File: src/rtl/funct_generator_ctrl.sv
// -----------------------------------------------------------------------------
// funct_generator_ctrl
//
// Sequencer for a waveform LUT. A phase accumulator supplies the LUT read
// address (top ADDR_WIDTH bits of the phase). The LUT has a one-cycle
// registered read, so every sample takes two states: FETCH, which presents the
// address, and PUSH, which forwards the returned word to the downstream FIFO.
// A run produces a programmed number of samples. A count of 0 runs
// continuously until stop_i is asserted.
//
// Ports
//   clk            system clock, all logic on the rising edge
//   rst            asynchronous reset, active-high
//   start_i        start a run (honoured in IDLE only)
//   stop_i         abort the run in progress
//   step_i         phase increment, latched at start
//   num_samples_i  samples per run, latched at start; 0 = continuous
//   lut_addr_o     LUT read address (phase MSBs)
//   lut_data_i     LUT read data, valid one cycle after lut_addr_o
//   fifo_full_i    FIFO full; suppresses fifo_wr_o
//   fifo_wr_o      FIFO write strobe (combinational)
//   fifo_data_o    FIFO write data; lut_data_i in PUSH, otherwise 0
//   busy_o         high whenever the sequencer is not in IDLE
//   done_o         one-cycle pulse at the end of a run
// -----------------------------------------------------------------------------
module funct_generator_ctrl #(
    parameter int DATA_WIDTH  = 32,
    parameter int ADDR_WIDTH  = 8,
    parameter int PHASE_WIDTH = 16,   // must be >= ADDR_WIDTH
    parameter int CNT_WIDTH   = 16
) (
    input  logic                   clk,
    input  logic                   rst,
    input  logic                   start_i,
    input  logic                   stop_i,
    input  logic [PHASE_WIDTH-1:0] step_i,
    input  logic [CNT_WIDTH-1:0]   num_samples_i,
    output logic [ADDR_WIDTH-1:0]  lut_addr_o,
    input  logic [DATA_WIDTH-1:0]  lut_data_i,
    input  logic                   fifo_full_i,
    output logic                   fifo_wr_o,
    output logic [DATA_WIDTH-1:0]  fifo_data_o,
    output logic                   busy_o,
    output logic                   done_o
);

    typedef enum logic [1:0] {
        S_IDLE  = 2'd0,
        S_FETCH = 2'd1,
        S_PUSH  = 2'd2,
        S_DONE  = 2'd3
    } state_t;

    state_t                 state_q, state_d;
    logic [PHASE_WIDTH-1:0] phase_q, phase_d;
    logic [PHASE_WIDTH-1:0] step_q,  step_d;
    logic [CNT_WIDTH-1:0]   cnt_q,   cnt_d;
    logic [CNT_WIDTH-1:0]   num_q,   num_d;

    logic [CNT_WIDTH-1:0]   cnt_inc;
    logic                   count_hit;

    always_comb begin
        state_d = state_q;
        phase_d = phase_q;
        step_d  = step_q;
        cnt_d   = cnt_q;
        num_d   = num_q;

        cnt_inc   = cnt_q + CNT_WIDTH'(1);
        // num_q == 0 means continuous: the counter is allowed to wrap and
        // never ends the run.
        count_hit = (num_q != '0) && (cnt_inc == num_q);

        case (state_q)
            S_IDLE: begin
                if (start_i) begin
                    phase_d = '0;
                    cnt_d   = '0;
                    step_d  = step_i;
                    num_d   = num_samples_i;
                    state_d = S_FETCH;
                end
            end

            // Address is held this cycle so the LUT can register the sample.
            S_FETCH: begin
                state_d = stop_i ? S_DONE : S_PUSH;
            end

            S_PUSH: begin
                if (!fifo_full_i) begin
                    // The write is committed on this edge; advance the phase
                    // so the next FETCH addresses the following sample.
                    phase_d = phase_q + step_q;
                    cnt_d   = cnt_inc;
                    state_d = (count_hit || stop_i) ? S_DONE : S_FETCH;
                end else if (stop_i) begin
                    state_d = S_DONE;
                end
                // Full without stop: phase is untouched, so the same sample
                // is retried next cycle with no drop and no duplicate.
            end

            S_DONE: begin
                state_d = S_IDLE;
            end

            default: begin
                state_d = S_IDLE;
            end
        endcase
    end

    always_ff @(posedge clk or posedge rst) begin
        if (rst) begin
            state_q <= S_IDLE;
            phase_q <= '0;
            step_q  <= '0;
            cnt_q   <= '0;
            num_q   <= '0;
        end else begin
            state_q <= state_d;
            phase_q <= phase_d;
            step_q  <= step_d;
            cnt_q   <= cnt_d;
            num_q   <= num_d;
        end
    end

    assign lut_addr_o  = phase_q[PHASE_WIDTH-1 -: ADDR_WIDTH];
    assign fifo_wr_o   = (state_q == S_PUSH) && !fifo_full_i;
    assign fifo_data_o = (state_q == S_PUSH) ? lut_data_i : '0;
    assign busy_o      = (state_q != S_IDLE);
    assign done_o      = (state_q == S_DONE);

endmodule
File: config.mk
export PLATFORM = sky130hd
export DESIGN_NAME = funct_generator_ctrl
export DESIGN_NICKNAME = d
export VERILOG_FILES = /design/src/rtl/funct_generator_ctrl.sv
export SDC_FILE = /design/constraint.sdc
export NUM_CORES = 1
export LEC_CHECK = 0
export BUFFER_PORTS_ARGS = -buffer_cell sky130_fd_sc_hd__buf_2
export CORE_ASPECT_RATIO = 1.2
export CORE_UTILIZATION = 50
export CTS_BUF_LIST = sky130_fd_sc_hd__clkbuf_16
export CTS_CLUSTER_SIZE = 28
export DETAILED_ROUTE_END_ITERATION = 16
export PLACE_DENSITY = 0.76
export SLEW_MARGIN = 5
export SYNTH_ARGS = -nofsm -noshare
export SYNTH_HDL_FRONTEND = slang
export SYNTH_SLANG_ARGS = --single-unit
export TNS_END_PERCENT = 10
File: constraint.sdc
create_clock -name clk -period 2.7 [get_ports clk]
set_input_delay 0 -clock clk [delete_from_list [all_inputs] [get_ports clk]]
set_output_delay 0 -clock clk [all_outputs]
set_load 0.01 [all_outputs]
==> run_results.csv, run 1 <==
group,metric,value,unit
clock_tree,cts_sinks,66,
worst_setup_path,critPathRequiredTime,2.90,ns
die,coreArea,0.008108,mm²
detailed_routing,vias_per_cell,5.607,
worst_setup_path,arrival,2.67,ns
timing,clock_skew,0.007919,ns
grt,grt_pass1_vias,3615,
grt,grt_use_total,24.54,%
power_and_ir_drop,p_per_area,1015,mW/mm²
timing,layout_min_cycle_time,2.468,ns
clock_tree,htree_levels,3,
detailed_routing,drc,0,
worst_setup_path,reg2reg_from,"phase_q[0]$_DFFE_PP0P_",
clock_tree,numCtsBuffers,9,
layout,syn2layout_area_growth,28.28,%
logic_synthesis,syn_inst,435,
placement,dpl.cell_count,620,
worst_setup_path,reg2reg_to,"phase_q[10]$_DFFE_PP0P_",
layout,drive_gt1_share,30.49,%
layout,fin_cells,669,
detailed_routing,via_count,3751,
logic_synthesis,yosys_warnings,0,
die,initial_utilization,51.73,%
logic_synthesis,syn_nets,521,
grt,grt_max_degree,36,
placement,post-dp-hpwl,7.392,mm
run,maxCapViolCount,0,
detailed_routing,antenna_left,0,
die,fp-row-count,36,
worst_setup_path,cp-end-kind,"register",
logic_synthesis,ys_seq_elements,66,
logic_synthesis,yosys_most_used_dff,"dfrtp_1",
layout,diodes,0,
die,dieWidth,85.61,µm
placement,portBuffers,111,
placement,globalplace.congestion,0.9322,
logic_synthesis,synth_edf_count,0,
timing,tns,0,ns
timing,drv_slew,0,
power_and_ir_drop,leakagePower,0.002568,µW
layout,nets,657,
worst_setup_path,crit_type,"reg2reg",
worst_setup_path,crit_fanout,3,
clock_tree,clkLatencyLatePin,0.33,ns
clock_tree,cts_tree,"done",
grt,grt_pass1_wl,16.69,mm
logic_synthesis,synth_area,0.004194,mm²
timing,rsz0062_at_grt,"false",
logic_synthesis,async_reset_ff_share,100.0,%
logic_synthesis,avgSynthCellArea,9.641,µm²
worst_hold_path,hp-class,"in2reg",
die,dieArea,0.008760,mm²
detailed_routing,post_drt_wl_per_cell,15.67,µm
timing,finalSetupViolCount,0,
timing,worstMarginPinSlew,0.7601,ns
status,status,"complete, no violations",
logic_synthesis,yosysSeqAreaShare,39.38,%
layout,fin_util,66.36,%
worst_setup_path,r2r_slack,0.23,ns
worst_setup_path,cp-startpoint,"phase_q[0]$_DFFE_PP0P_",
timing,min_period_over_period,91.39,%
timing,max_clock_freq,405.3,MHz
die,die-height,102.3,µm
detailed_routing,drt_iter0_drc,253,
die,num_io_pins,112,
clock_tree,root_buffer,"clkbuf_16",
worst_setup_path,crit_path_start_kind,"register",
worst_setup_path,critPathCapture,"phase_q[10]$_DFFE_PP0P_",
detailed_routing,routed_wl,10.48,mm
logic_synthesis,synthDistinctLibCells,57,
grt,antenna_found_initial,0,
power_and_ir_drop,ir_worst_vdd,0.7826,mV
timing,slew_headroom,49.14,%
clock_tree,cts_max_path_buffers,2,
clock_tree,postCtsSetupRepairBufs,0,
worst_setup_path,ff2ff_path_depth,8,
worst_hold_path,min_from,"fifo_full_i",
timing,finalHoldViolCount,0,
detailed_routing,first_pass_iters,5,
grt,grt-ovfl-total,0,
clock_tree,path_clk_slew,0.05,ns
## through the flow
stage	cell area [µm²]	hold WS, ns	setup slack, ns	power [µW]
after floorplan	4194	0.1444	0.4717	3643
after global placement	4755	0.1559	0.2632	4195
after detailed placement	4755	0.1514	0.2401	4287
after CTS	5380	0.03806	0.2263	5463
after global routing	5380	0.07619	0.03887	5877
final	5380	0.03762	0.2324	5463
## where the power goes
part / switching (µW) / leakage (µW) / internal (µW)
Combinational: 1390 / 0.00159 / 1260
Clock: 408 / 0.000140 / 695
Sequential: 342 / 0.000835 / 1370
## cell usage in the layout (no fill, tap or decap), types with 2 or more instances in the layout
master / Yosys / final
clkbuf_16: 0 / 9
nand4b_1: 2 / 2
or4_1: 2 / 2
nand3_1: 9 / 9
or3_1: 2 / 2
nor4_1: 6 / 6
o21ai_0: 44 / 44
inv_1: 10 / 11
and3_1: 5 / 5
a21o_1: 2 / 2
nand2_1: 37 / 37
ha_1: 16 / 16
dfrtp_1: 66 / 66
a31oi_1: 7 / 7
buf_4: 8 / 8
nor2b_1: 3 / 3
and2_1: 34 / 34
o31ai_1: 9 / 9
a21oi_1: 16 / 16
nand4_1: 6 / 6
nor3b_1: 5 / 5
xnor2_1: 19 / 19
buf_2: 4 / 111
nor3_1: 3 / 3
mux2_2: 32 / 32
xor2_1: 12 / 12
a22o_1: 2 / 2
nand2b_1: 3 / 3
dlygate4sd3_1: 0 / 35
a211oi_1: 2 / 2
nor2_1: 26 / 26
## worst max-delay path, stage by stage (launching register included)
cell,delay (ns)
dfrtp_1,0.38
ha_1,0.23
fa_1,0.41
a21o_1,0.20
a221oi_1,0.45
o31a_1,0.26
nor2b_1,0.17
xor2_1,0.15
o21ai_0,0.08
## flip-flops by register name, summed over array words and instances (netlist names)
| name | count |
|---|---|
| cnt_q | 16 |
| num_q | 16 |
| phase_q | 16 |
| step_q | 16 |
| state_q | 2 |
## synthesized netlist by cell type, types with 7 or more instances
master	instances	area, µm²
ha_1	16	200.2
mux2_2	32	360.4
xnor2_1	19	166.4
o31ai_1	9	67.56
xor2_1	12	105.1
and2_1	34	212.7
o21ai_0	44	220.2
a21oi_1	16	80.08
a31oi_1	7	43.79
nand3_1	9	45.04
nor2_1	26	97.59
buf_4	8	60.06
inv_1	10	37.54
clkbuf_1	14	52.55
dfrtp_1	66	1652
nand2_1	37	138.9
## what timing repair did
action,CTS,global route
gates resized for setup,0,0
endpoints found under the hold margin,66,0
hold buffers,35,0
## cell type report
| type | count | area, µm² |
|---|---|---|
| clock inverter | 5 | 50.05 |
| fill | 634 | 2728 |
| clock buffer | 9 | 225.2 |
| timing repair buffer | 154 | 965.9 |
| sequential | 66 | 1652 |
| tap | 95 | 118.9 |
| multi-input combinational | 330 | 2331 |
| inverter | 10 | 37.54 |
## layer usage
layer  up-vias  wire length [µm]  global-route usage [%]
met5         -                 0                       0
met4         0               396                   13.85
met3        32               370                   4.039
met2       104              5301                   41.17
met1      1801              4413                   30.27
li1       1814                 -                       -
## how the worst min path moves through the flow
| stage | end | slack [ns] | cells after the start |
|---|---|---|---|
| final | state_q[1]$_DFFE_PP0P_ | 0.04 | 5 |
| after CTS | state_q[1]$_DFFE_PP0P_ | 0.04 | 5 |
| after detailed placement | step_q[5]$_DFFE_PP0P_ | 0.15 | 2 |
| after floorplan | fifo_data_o[0] | 0.14 | 1 |
| after global placement | step_q[3]$_DFFE_PP0P_ | 0.16 | 2 |
| after global routing | state_q[1]$_DFFE_PP0P_ | 0.08 | 5 |
## logic make-up (layout without fill, tap and decap cells)
kind of cell | after synthesis | after routing | synth area share (%)
xor+xnor | 31 | 31 | 6.474
fa+ha+maj | 17 | 17 | 5.251
flops | 66 | 66 | 39.38
buf+inv | 39 | 178 | 5.042
compound gates | 96 | 96 | 14.35
simple gates | 153 | 153 | 20.67
mux | 33 | 33 | 8.831
Note: power is estimated with default switching activity, not from simulation.
==> inputs of run 2 (changes only) <==
--- a/config.mk
+++ b/config.mk
@@ -7,11 +7,14 @@
 export LEC_CHECK = 0
 export BUFFER_PORTS_ARGS = -buffer_cell sky130_fd_sc_hd__buf_2
 export CORE_ASPECT_RATIO = 1.2
+export CORE_MARGIN = 2
 export CORE_UTILIZATION = 50
 export CTS_BUF_LIST = sky130_fd_sc_hd__clkbuf_16
 export CTS_CLUSTER_SIZE = 28
 export DETAILED_ROUTE_END_ITERATION = 16
+export MAX_ROUTING_LAYER = met4
 export PLACE_DENSITY = 0.76
+export REMOVE_ABC_BUFFERS = 1
 export SLEW_MARGIN = 5
 export SYNTH_ARGS = -nofsm -noshare
 export SYNTH_HDL_FRONTEND = slang
==> run 2 against run 1 <==
Net effect:
- clock skew decreased by 0.0028 ns
- core utilization increased by 0.14 points
- count of clock-buffer cells in the layout unchanged
- critical path depth unchanged
- design area increased by 0.77%
- non-clock buffer count increased by 1
- largest power group unchanged
==> run_results.csv, run 2 (same netlist as run 1, synthesis figures left out) <==
group,metric,value,unit
status,status,"complete, no violations",
grt,grt_use_total,24.80,%
detailed_routing,via_count,3772,
detailed_routing,routed_wl,10.54,mm
timing,rsz0062_at_grt,"false",
clock_tree,numCtsBuffers,9,
die,coreArea,0.008153,mm²
grt,antenna_found_initial,0,
power_and_ir_drop,intPower,3341,µW
clock_tree,cts_sinks,66,
worst_setup_path,cp-end-kind,"register",
worst_setup_path,arrival,2.60,ns
layout,regArea,0.001652,mm²
clock_tree,root_buffer,"clkbuf_16",
detailed_routing,first_pass_iters,4,
die,fp-row-count,36,
worst_setup_path,critPathRequiredTime,2.90,ns
detailed_routing,drt_iter0_drc,231,
clock_tree,cts_max_path_buffers,2,
timing,worstMarginPinSlew,0.7558,ns
clock_tree,clkLatencyLatePin,0.34,ns
power_and_ir_drop,p_per_area,1018,mW/mm²
worst_setup_path,crit_path_start_kind,"register",
power_and_ir_drop,switching_share,39.45,%
die,num_io_pins,112,
timing,finalHoldViolCount,0,
timing,drv_slew,0,
timing,finalSetupViolCount,0,
power_and_ir_drop,leakagePower,0.002583,µW
grt,grt_pass1_vias,3772,
worst_setup_path,crit_type,"reg2reg",
worst_hold_path,hp-class,"in2reg",
die,initial_utilization,51.44,%
power_and_ir_drop,switchingPower,2177,µW
power_and_ir_drop,p_seq_share,31.0,%
run,maxCapViolCount,0,
power_and_ir_drop,ir_worst_vdd,0.6707,mV
placement,globalplace.congestion,0.9293,
timing,slew_headroom,49.43,%
grt,grt-ovfl-total,0,
worst_setup_path,crit_path_cell_trace,"ha_1 > fa_1 > a21o_1 > a221oi_2 > o31a_1 > nor2b_1 > xor2_1 > o21ai_0",
layout,layout_commonest_cell,"buf_2",
detailed_routing,drc,0,
die,dieWidth,87.61,µm
die,dieArea,0.009139,mm²
grt,grt_max_degree,35,
worst_setup_path,slowest_delay,0.41,ns
detailed_routing,post_drt_wl_per_cell,15.25,µm
worst_setup_path,crit_slowest_cell,"fa_1",
clock_tree,htree_levels,3,
power_and_ir_drop,power_frac_clock,20.1,%
detailed_routing,vias_per_cell,5.459,
placement,post-dp-hpwl,7.247,mm
timing,clock_skew,0.005132,ns
layout,syn2layout_area_growth,29.27,%
clock_tree,path_clk_slew,0.05,ns
power_and_ir_drop,p_total,5518,µW
layout,nFillCells,613,
timing,max_clock_freq,416.9,MHz
worst_setup_path,crit_fanout,3,
clock_tree,cts_tree,"done",
die,die-height,104.3,µm
layout,nets,658,
grt,grt_pass1_wl,17.60,mm
layout,drive_gt1_share,30.50,%
power_and_ir_drop,pwr-share-comb,48.9,%
layout,mostFrequentLayoutCells,"buf_2, dfrtp_1, o21ai_0, nand2_1, dlygate4sd3_1",
timing,layout_min_cycle_time,2.399,ns
timing,min_period_over_period,88.85,%
detailed_routing,antenna_left,0,
timing,tns,0,ns
layout,diodes,0,
layout,multiInputGateArea,0.002337,mm²
placement,portBuffers,111,
## run 2: worst max-delay path: cells and delay by family (launching register included)
kind	cells	cell delay, ns
AO/OA/AOI/OAI	4	0.93
flip-flops	1	0.38
XOR/XNOR	1	0.14
AND/OR/NAND/NOR	1	0.17
adder cells (fa/ha/maj)	2	0.64
## run 2: metrics by stage
step	hold WS [ns]	setup WS [ns]	instance area, µm²	utilization, %	instances
6_report	0.03114	0.3011	5421	66.50	691
5_1_grt	0.06264	0.1466	5421	66.50	691
3_5_place_dp	0.1528	0.1893	4786	58.70	640
4_1_cts	0.03910	0.1624	5415	66.42	691
3_3_place_gp	0.1460	0.2580	4786	58.70	640
2_1_floorplan	0.1444	-0.7318	4020	-	406
## run 2: final cells by class
| cell class | count | share of cell area, % |
|---|---|---|
| multi-input combinational | 330 | 43.11 |
| sequential | 66 | 30.46 |
| timing repair buffer | 155 | 17.96 |
| clock buffer | 9 | 4.154 |
| tap | 114 | 2.631 |
| clock inverter | 7 | 0.9924 |
| inverter | 10 | 0.6924 |
## run 2: final timing paths
path | from | slack [ns] | cells past startpoint | end
setup / recovery | phase_q[0]$_DFFE_PP0P_ | 0.30 | 8 | phase_q[10]$_DFFE_PP0P_
hold / removal | fifo_full_i | 0.03 | 5 | state_q[1]$_DFFE_PP0P_
setup reg to reg | phase_q[0]$_DFFE_PP0P_ | 0.30 | 8 | phase_q[10]$_DFFE_PP0P_
hold reg to reg | phase_q[2]$_DFFE_PP0P_ | 0.49 | 2 | phase_q[2]$_DFFE_PP0P_
max in group asynchronous | rst | 1.63 | 4 | cnt_q[7]$_DFFE_PP0P_
min in group asynchronous | rst | 0.34 | 3 | phase_q[4]$_DFFE_PP0P_
## run 2: power by group through the flow
stage / clock [µW] / sequential, µW / combinational (µW)
floorplan: 0 / 1640 / 1900
global placement: 0 / 1690 / 2480
detailed placement: 0 / 1720 / 2580
CTS: 1110 / 1710 / 2660
global route: 1160 / 1770 / 2990
finish: 1110 / 1710 / 2700
## run 2: repair_timing
action,in CTS,in global routing
hold endpoints to repair,65,0
setup buffers,0,0
endpoints found under the setup margin,0,1
hold buffers,35,0
resized for setup,0,1
## run 2: metal layers
| metal | vias to the layer above | GRT usage [%] | share of wire, % |
|---|---|---|---|
| met2 | 102 | 40.10 | 52 |
| li1 | 1817 | - | - |
| met5 | - | - | 0 |
| met4 | 0 | 10.33 | 2.4 |
| met1 | 1825 | 30.65 | 41 |
| met3 | 28 | 3.810 | 4.1 |
==> inputs of run 3 (changes only) <==
--- a/config.mk
+++ b/config.mk
@@ -5,15 +5,13 @@
 export SDC_FILE = /design/constraint.sdc
 export NUM_CORES = 1
 export LEC_CHECK = 0
-export BUFFER_PORTS_ARGS = -buffer_cell sky130_fd_sc_hd__buf_2
-export CORE_ASPECT_RATIO = 1.2
 export CORE_MARGIN = 2
 export CORE_UTILIZATION = 50
 export CTS_BUF_LIST = sky130_fd_sc_hd__clkbuf_16
 export CTS_CLUSTER_SIZE = 28
 export DETAILED_ROUTE_END_ITERATION = 16
+export DONT_BUFFER_PORTS = 1
 export MAX_ROUTING_LAYER = met4
-export PLACE_DENSITY = 0.76
 export REMOVE_ABC_BUFFERS = 1
 export SLEW_MARGIN = 5
 export SYNTH_ARGS = -nofsm -noshare
==> run 3 against run 2 <==
Net effect:
- non-clock buffer count decreased by 109
- highest routed layer unchanged
- maximum frequency rose by 2.5%
- sequential share of layout area rose by 3.2 points
- via count down 14%
- die area barely moved
- clock power grew 9.9%
- worst setup slack better by 0.058 ns
- sequential power hardly changed
==> run_results.csv, run 3 (same netlist as run 1, synthesis figures left out) <==
group,metric,value,unit
worst_setup_path,reg2reg_from,"phase_q[10]$_DFFE_PP0P_",
placement,dpl.cell_count,520,
worst_setup_path,crit_type,"reg2reg",
timing,tns,0,ns
die,die-height,95.59,µm
timing,layout_min_cycle_time,2.341,ns
detailed_routing,drc,0,
detailed_routing,routed_wl,9.673,mm
worst_setup_path,crit_family,"simple AND/OR/NAND/NOR gates",
worst_setup_path,crit_path_start_kind,"register",
placement,post-dp-hpwl,6.854,mm
detailed_routing,vias_per_cell,5.670,
timing,finalSetupViolCount,0,
timing,rsz0062_at_grt,"false",
worst_hold_path,hp-class,"in2out",
timing,clock_skew,0.003863,ns
timing,worstMarginPinSlew,0.8305,ns
clock_tree,cts_max_path_buffers,2,
die,initial_utilization,51.30,%
status,status,"complete, no violations",
layout,stdcell_area,0.004911,mm²
clock_tree,path_clk_slew,0.06,ns
detailed_routing,post_drt_wl_per_cell,16.88,µm
run,maxCapViolCount,0,
worst_setup_path,crit_path_cell_trace,"ha_1 > a21oi_1 > or3b_1 > nor4_1 > nor3_1 > nor3b_1 > o21ai_0",
die,num_io_pins,112,
worst_setup_path,reg2reg_to,"phase_q[15]$_DFFE_PP0P_",
placement,place_area,0.004223,mm²
detailed_routing,first_pass_iters,4,
detailed_routing,antenna_left,0,
worst_setup_path,cp-startpoint,"phase_q[10]$_DFFE_PP0P_",
placement,portBuffers,0,
grt,grt-ovfl-total,0,
clock_tree,htree_levels,3,
detailed_routing,drt_iter0_drc,82,
placement,globalplace.congestion,0.8936,
die,coreArea,0.008175,mm²
layout,syn2layout_area_growth,17.09,%
worst_setup_path,arrival,2.54,ns
die,dieArea,0.009136,mm²
layout,nets,549,
worst_setup_path,slowest_delay,0.43,ns
power_and_ir_drop,ir_worst_vdd,0.5361,mV
power_and_ir_drop,p_per_area,1096,mW/mm²
die,fp-row-count,33,
clock_tree,root_buffer,"clkbuf_16",
grt,grt_pass1_vias,3156,
timing,drv_slew,0,
layout,drive_gt1_share,14.96,%
timing,max_clock_freq,427.2,MHz
grt,antenna_found_initial,0,
worst_setup_path,ff2ff_path_depth,7,
clock_tree,cts_sinks,66,
grt,grt_use_total,22.86,%
clock_tree,numCtsBuffers,9,
grt,grt_pass1_wl,15.53,mm
grt,grt_max_degree,40,
timing,slew_headroom,44.55,%
worst_setup_path,critPathCapture,"phase_q[15]$_DFFE_PP0P_",
worst_setup_path,critical_path_depth,7,
worst_setup_path,r2r_slack,0.36,ns
timing,min_period_over_period,86.69,%
worst_setup_path,critPathRequiredTime,2.90,ns
worst_setup_path,crit_fanout,4,
worst_setup_path,cp-end-kind,"register",
layout,diodes,0,
layout,mostFrequentLayoutCells,"dfrtp_1, o21ai_0, nand2_1, dlygate4sd3_1, and2_1",
power_and_ir_drop,leakagePower,0.002118,µW
clock_tree,clkLatencyLatePin,0.33,ns
detailed_routing,via_count,3249,
clock_tree,cts_tree,"done",
timing,finalHoldViolCount,0,
layout,nFillCells,713,
worst_hold_path,whs_path_depth,1,
worst_setup_path,crit_slowest_cell,"dfrtp_1",
layout,fin_cells,573,
worst_setup_path,critPathBufInv,0,
layout,layout_commonest_cell,"dfrtp_1",
die,dieWidth,95.59,µm
[run 3: changes by cell type in the layout (fill, tap and decap cells not counted), sizes merged]
cell / delta
bufinv: +1
buf: -111
inv: -1
dlygate4sd3: +2
[run 3: worst reg2reg max path: cells and delay by family (launching register included)]
kind                       cells  cell delay (ns)
AOI/OAI and AO/OA              2             0.36
adders and majority gates      1             0.38
DFF                            1             0.43
and+or+nand+nor                4             1.05
[run 3: power by group]
group / switching (µW) / leakage, µW / internal [µW]
Sequential: 372 / 0.000835 / 1370
Combinational: 1290 / 0.00112 / 1130
Clock: 426 / 0.000162 / 799
[run 3: timing repair]
item | in CTS | in global routing
endpoints found under the setup margin | 0 | 1
buffers inserted | 0 | 0
hold buffers | 37 | 0
gates resized for setup | 0 | 1
endpoints found under the hold margin | 71 | 0
[run 3: metrics by stage]
step	utilization, %	setup WS, ns	hold WS, ns	total power, µW
3_5_place_dp	51.65	0.2324	0.1076	4107
2_1_floorplan	-	-0.7318	0.1444	3541
5_1_grt	60.07	0.1074	0.1503	5820
6_report	60.07	0.3593	0.1466	5380
3_3_place_gp	51.65	0.2519	0.09087	4035
4_1_cts	59.99	0.2042	0.1486	5407
[run 3: how the worst min path moves through the flow]
stage | start | to
after floorplan | lut_data_i[0] | fifo_data_o[0]
after global placement | rst | num_q[4]$_DFFE_PP0P_
after detailed placement | rst | phase_q[0]$_DFFE_PP0P_
after CTS | lut_data_i[12] | fifo_data_o[12]
after global routing | lut_data_i[23] | fifo_data_o[23]
final | lut_data_i[12] | fifo_data_o[12]
[run 3: layout make-up]
type	count	area, µm²	area share (%)
Multi-Input combinational cell	330	2341	47.67
Sequential cell	66	1652	33.63
Timing Repair Buffer	46	437.9	8.917
Clock buffer	9	225.2	4.586
Tap cell	105	131.4	2.675
Clock inverter	7	86.33	1.758
Inverter	10	37.54	0.7643
[run 3: metal layers]
metal / global-route usage [%] / share of wire (%) / vias to the layer above
met3: 5.692 / 5.4 / 16
li1: - / - / 1595
met2: 35.61 / 50 / 83
met1: 29.19 / 43 / 1555
met4: 7.738 / 1.9 / 0
met5: - / 0 / -
